File: config.mk
export PLATFORM = sky130hd
export DESIGN_NAME = gol_run_scheduler
export DESIGN_NICKNAME = d
export VERILOG_FILES = /design/src/rtl/gol_run_scheduler.sv
export SDC_FILE = /design/constraint.sdc
export NUM_CORES = 1
export LEC_CHECK = 0
export CAP_MARGIN = 10
export CORE_ASPECT_RATIO = 0.7
export CORE_MARGIN = 5
export CORE_UTILIZATION = 35
export DETAILED_ROUTE_END_ITERATION = 10
export HOLD_SLACK_MARGIN = 0.1
export SYNTH_ARGS = -nofsm -noshare
export SYNTH_HDL_FRONTEND = slang
export SYNTH_SLANG_ARGS = --single-unit
export TNS_END_PERCENT = 5
File: constraint.sdc
create_clock -name clk_in -period 2.8 [get_ports clk_in]
set_clock_uncertainty 0.1 [all_clocks]
set_input_delay 0.56 -clock clk_in [delete_from_list [all_inputs] [get_ports clk_in]]
set_output_delay 0.56 -clock clk_in [all_outputs]
set_load 0.02 [all_outputs]
File: src/rtl/gol_run_scheduler.sv
// Game-of-Life run scheduler: turns keyboard levels into load/clear/generation handshakes
// and paces generations at GEN_HZ. Define GOL_SINGLE_STEP_EN to enable single-step from PAUSED.
module gol_run_scheduler #(
    parameter int CLK_HZ    = 100_000_000,
    parameter int GEN_HZ    = 10,
    parameter int FILE_ID_W = 16,
    parameter int GEN_CNT_W = 16
) (
    input  logic                 clk_in,
    input  logic                 reset,
    input  logic                 start_lvl,
    input  logic                 pause_lvl,
    input  logic                 clear_lvl,
    input  logic                 step_lvl,
    input  logic [FILE_ID_W-1:0] file_id,
    output logic                 load_req,
    output logic [FILE_ID_W-1:0] load_id,
    input  logic                 load_done,
    output logic                 clear_req,
    input  logic                 clear_done,
    output logic                 gen_req,
    input  logic                 gen_done,
    output logic                 running,
    output logic                 busy,
    output logic [GEN_CNT_W-1:0] gen_count
);

    // TICK_DIV must be at least 2 for the pacing counter to be meaningful.
    localparam int TICK_DIV = CLK_HZ / GEN_HZ;
    localparam int TICK_W   = $clog2(TICK_DIV);
    localparam logic [TICK_W-1:0] TICK_LAST = TICK_W'(TICK_DIV - 1);

`ifdef GOL_SINGLE_STEP_EN
    localparam logic STEP_EN = 1'b1;
`else
    localparam logic STEP_EN = 1'b0;
`endif

    typedef enum logic [2:0] {
        S_IDLE,
        S_CLEAR,
        S_LOAD,
        S_RUN,
        S_GEN,
        S_PAUSED
    } state_t;

    state_t                 state_q, state_d;
    logic [TICK_W-1:0]      tick_q, tick_d;
    logic [FILE_ID_W-1:0]   load_id_q, load_id_d;
    logic [GEN_CNT_W-1:0]   gen_count_q, gen_count_d;
    logic                   pend_pause_q, pend_pause_d;
    logic                   pend_clear_q, pend_clear_d;
    logic                   stepped_q, stepped_d;
    logic                   start_q, pause_q, clear_q, step_q;
    logic                   load_req_q, clear_req_q, gen_req_q;
    logic                   running_q, busy_q;

    logic start_ev, pause_ev, clear_ev, step_ev;
    logic pc_eff, pp_eff;

    assign start_ev = start_lvl & ~start_q;
    assign pause_ev = pause_lvl & ~pause_q;
    assign clear_ev = clear_lvl & ~clear_q;
    assign step_ev  = STEP_EN & step_lvl & ~step_q;

    // Commands that arrive in the same cycle as gen_done still count toward the exit decision.
    assign pc_eff = pend_clear_q | clear_ev;
    assign pp_eff = pend_pause_q | pause_ev;

    always_comb begin
        state_d      = state_q;
        tick_d       = tick_q;
        load_id_d    = load_id_q;
        gen_count_d  = gen_count_q;
        pend_pause_d = pend_pause_q;
        pend_clear_d = pend_clear_q;
        stepped_d    = stepped_q;
        case (state_q)
            S_IDLE: begin
                if (clear_ev) begin
                    state_d = S_CLEAR;
                end else if (start_ev) begin
                    state_d   = S_LOAD;
                    load_id_d = file_id;
                end
            end
            S_CLEAR: begin
                if (clear_req_q && clear_done) begin
                    state_d     = S_IDLE;
                    gen_count_d = '0;
                end
            end
            S_LOAD: begin
                if (load_req_q && load_done) begin
                    state_d     = S_RUN;
                    gen_count_d = '0;
                    tick_d      = '0;
                end
            end
            S_RUN: begin
                if (clear_ev) begin
                    state_d = S_CLEAR;
                end else if (pause_ev) begin
                    state_d = S_PAUSED;
                end else if (tick_q == TICK_LAST) begin
                    state_d = S_GEN;
                    tick_d  = '0;
                end else begin
                    tick_d = tick_q + 1'b1;
                end
            end
            S_GEN: begin
                pend_clear_d = pc_eff;
                pend_pause_d = pp_eff;
                if (gen_req_q && gen_done) begin
                    gen_count_d  = gen_count_q + 1'b1;
                    tick_d       = '0;
                    pend_clear_d = 1'b0;
                    pend_pause_d = 1'b0;
                    stepped_d    = 1'b0;
                    if (pc_eff)
                        state_d = S_CLEAR;
                    else if (pp_eff || stepped_q)
                        state_d = S_PAUSED;
                    else
                        state_d = S_RUN;
                end
            end
            S_PAUSED: begin
                if (clear_ev) begin
                    state_d = S_CLEAR;
                end else if (start_ev) begin
                    if (file_id == load_id_q) begin
                        state_d = S_RUN;
                        tick_d  = '0;
                    end else begin
                        state_d   = S_LOAD;
                        load_id_d = file_id;
                    end
                end else if (step_ev) begin
                    state_d   = S_GEN;
                    stepped_d = 1'b1;
                end
            end
            default: state_d = S_IDLE;
        endcase
    end

    always_ff @(posedge clk_in or posedge reset) begin
        if (reset) begin
            state_q      <= S_IDLE;
            tick_q       <= '0;
            load_id_q    <= '0;
            gen_count_q  <= '0;
            pend_pause_q <= 1'b0;
            pend_clear_q <= 1'b0;
            stepped_q    <= 1'b0;
            start_q      <= 1'b0;
            pause_q      <= 1'b0;
            clear_q      <= 1'b0;
            step_q       <= 1'b0;
            load_req_q   <= 1'b0;
            clear_req_q  <= 1'b0;
            gen_req_q    <= 1'b0;
            running_q    <= 1'b0;
            busy_q       <= 1'b0;
        end else begin
            state_q      <= state_d;
            tick_q       <= tick_d;
            load_id_q    <= load_id_d;
            gen_count_q  <= gen_count_d;
            pend_pause_q <= pend_pause_d;
            pend_clear_q <= pend_clear_d;
            stepped_q    <= stepped_d;
            start_q      <= start_lvl;
            pause_q      <= pause_lvl;
            clear_q      <= clear_lvl;
            step_q       <= step_lvl;
            load_req_q   <= (state_d == S_LOAD);
            clear_req_q  <= (state_d == S_CLEAR);
            gen_req_q    <= (state_d == S_GEN);
            running_q    <= (state_d == S_RUN) || (state_d == S_GEN);
            busy_q       <= (state_d == S_CLEAR) || (state_d == S_LOAD) || (state_d == S_GEN);
        end
    end

    assign load_req  = load_req_q;
    assign load_id   = load_id_q;
    assign clear_req = clear_req_q;
    assign gen_req   = gen_req_q;
    assign running   = running_q;
    assign busy      = busy_q;
    assign gen_count = gen_count_q;

endmodule
==> out/summary.txt <==
area added between synthesis and finish - 32.6%
gr usage total - 14.6%
CP arrival - 2.79 ns
TritonCTS buffer count - 9
setup TNS - 0 ns
root buffer cell - clkbuf_16
worst r2r src - tick_q[0]
CTS tree - built
r2r setup slk - 0.32 ns
grt total ovfl - 0
Non-Filler Instances - 587
Endpoint, Worst Hold - tick_q[23]
post-cts sizing count - 0
most common flop cell mapped by yosys - dfrtp_1
Final Hold Viols - 0
Clock Tree Buf Depth - 2
Synth Net Count - 409
met2 usage - 22.6%
placed insts - 572
share of cells above drive strength 1 - 11.4%
row cnt - 31
Net count, final - 478
Core ar. - 10,300 um^2
Worst-path clk slew - 0.06 ns
postcts setup bufs - 0
Synth area leaders - dfrtp_1, xor2_1, mux2_2
Final Total Pwr - 0.00425 W
Final GP Congestion - 0.798
pwr dens - 878 nW/um^2
Worst Tran Pin Value - 0.644 ns
Mapped Area - 3650 um^2
Die X - 132 um
global-route track usage on met1 - 19.7%
Psw - 0.00145 W
Clk Latency, worst-skew pair - 0.33 ns
Post-synth EDFFs - 0
Post-DP HPWL - 6350 um
Finish-stage setup viols - 0
Period Utilization, post-route - 94.5%
sequential share of power - 32.8%
Cells after Synth - 382
RSZ-0062 raised after global routing - no
hold path start - tick_q[23]
DRT iter0 DRCs - 284
synthesis-stage register bit count - 69
n_diodes - 0
largest net degree at the start of global routing - 27
Via density - 5.37
Routed WL - 8940 um
Avg Cell Area, Syn - 9.56 um^2
# clock sinks - 69
f_max - 378 MHz
post-detailed-route wirelength per cell - 15.2 um
Synth cell types - 45
pins over their slew limit - 0
H-tree levels - 3
WS Path Type - in -> reg
via count - 3,150
area leader, netlist - dfrtp_1
Sw Share - 34.0%
Reg2Reg Depth - 8
CP Launch Type - input port
DIE AREA - 12,600 um^2
GR peak layer - met2
clock period minus worst slack - 2.64 ns
Yosys top cell area share - 47.3%
Starting Density - 35.5%
DRC - 0
Int Power - 0.00281 W
Clk pwr share - 30.1%
vias in the first global route - 3,025
status - finished, final reports clean
CP Capture Type - flop
Seq/Total Area, Yosys - 47.3%
Final ANT Viol Nets - 0
Async SR Flop Fraction - 100%
# Max-Cap Violations - 0
total I/O pin count - 62
cts hold-fix bufs - 0
antenna violations before repair - 0
Worst slew margin - 56.7%
Critical Path Fanout Max - 3
Critical R2R Capture - clear_req
Yosys warnings - 0
drt first pass iters - 5
Hold WC Path Type - reg -> reg
Worst EP required - 2.95 ns
Die Span Y - 95.5 um
hold path cells - 1
Lkg Pwr - 2.00 nW
PortBufs - 60
Combinational Power Share - 37.1%
VDD IR max - 414 uV
met3 usage - 4.69%
first-pass GRT wire length - 14,900 um
routing by layer:
| layer | share of wire [%] | routed length [um] |
|---|---|---|
| met1 | 49 | 4410 |
| met2 | 45 | 3990 |
| met3 | 4.8 | 427 |
| met4 | 1.2 | 106 |
| met5 | 0 | 0 |
area by class of cell:
| class | instances | area, um^2 |
|---|---|---|
| well taps | 132 | 165 |
| fillers | 975 | 5440 |
| clock buffers | 10 | 229 |
| multi-input cells | 284 | 1810 |
| flip-flops and latches | 69 | 1730 |
| clock inverters | 5 | 100 |
| inverters | 11 | 41.3 |
| repair buffers | 76 | 771 |
state kept, by name, indices dropped and copies added, names as in the netlist:
| register | flops |
|---|---|
| start_q | 1 |
| tick_q | 24 |
| busy | 1 |
| gen_count | 16 |
| clear_req | 1 |
| state_q | 3 |
| load_req | 1 |
| load_id | 16 |
| clear_q | 1 |
| pause_q | 1 |
| gen_req | 1 |
| pend_pause_q | 1 |
| running | 1 |
| pend_clear_q | 1 |
worst max path at each step:
stage,from,end,slack [ns],cells past startpoint
after global placement,file_id[15],load_id[13],-0.15,8
final,file_id[8],tick_q[3],0.16,8
after detailed placement,file_id[8],tick_q[3],-0.20,8
after floorplan,reset,busy,0.40,1
after CTS,file_id[8],load_id[4],0.14,9
after global routing,file_id[8],tick_q[19],0.04,9
power groups by stage:
stage / Clock, W / Sequential, W / Combinational [W]
6_report: 0.00128 / 0.00140 / 0.00158
5_1_grt: 0.00135 / 0.00143 / 0.00171
4_1_cts: 0.00130 / 0.00140 / 0.00157
3_5_place_dp: 0 / 0.00141 / 0.00157
3_3_place_gp: 0 / 0.00141 / 0.00156
2_1_floorplan: 0 / 0.00152 / 0.000828
kinds of logic after synthesis:
group                      count (synthesis)  synth area share, %
and+or+nand+nor                          147                 21.0
AOI/OAI and AO/OA                         90                 15.8
DFF                                       69                 47.3
buffers and inverters                     29                 3.36
xor gates and xnor gates                  28                 6.71
muxes                                     17                 5.21
adders and majority gates                  2                0.685
worst max-delay path, cell delays in order:
cell and delay, ns:
clkdlybuf4s50_1 0.44, xor2_1 0.17, nor4_2 0.28, buf_4 0.16
nand4_1 0.15, a311o_1 0.43, or4_1 0.51, o211ai_1 0.09
through the flow:
stage | util, % | worst slack, ns | instance area, um^2 | hold WS (ns)
after floorplan | - | 0.400 | 3650 | 0.337
after global placement | 43.9 | -0.148 | 4510 | 0.356
after detailed placement | 43.9 | -0.203 | 4510 | 0.366
after CTS | 47.1 | 0.145 | 4840 | 0.375
after global routing | 47.1 | 0.0390 | 4840 | 0.397
final | 47.1 | 0.155 | 4840 | 0.375
Yosys cell counts (all sizes together), types with 3 or more instances:
master and number:
a21oi 12, a31oi 8, and2 10, and3 6
and4 3, buf 8, clkbuf 10, dfrtp 69
inv 11, mux2 16, nand2 27, nand2b 9
nand3 17, nand4 14, nor2 37, nor2b 6
nor3 3, nor4 9, o21ai 35, o31ai 16
o41ai 3, xor2 26
layout by cell type, fill, tap and decap left out, drive strengths merged, types with 2 or more instances in the layout:
cell type and instances:
o21ai 35, xnor2 2, bufinv 3, and3 6, a31oi 8, inv 11
nor2 37, nor3b 2, and2 10, nand2 27, nor3 3, buf 16
dfrtp 69, or4 2, xor2 26, o41ai 3, nor4 9, nand4 14
o22ai 2, nand2b 9, clkdlybuf4s50 60, nand3 17, mux2 16, and4 3
a21oi 12, ha 2, clkbuf 10, a211oi 2, a311o 2, o31ai 16
clkinv 2, nor2b 6, o211ai 2
Note: power is estimated with default switching activity, not from simulation.
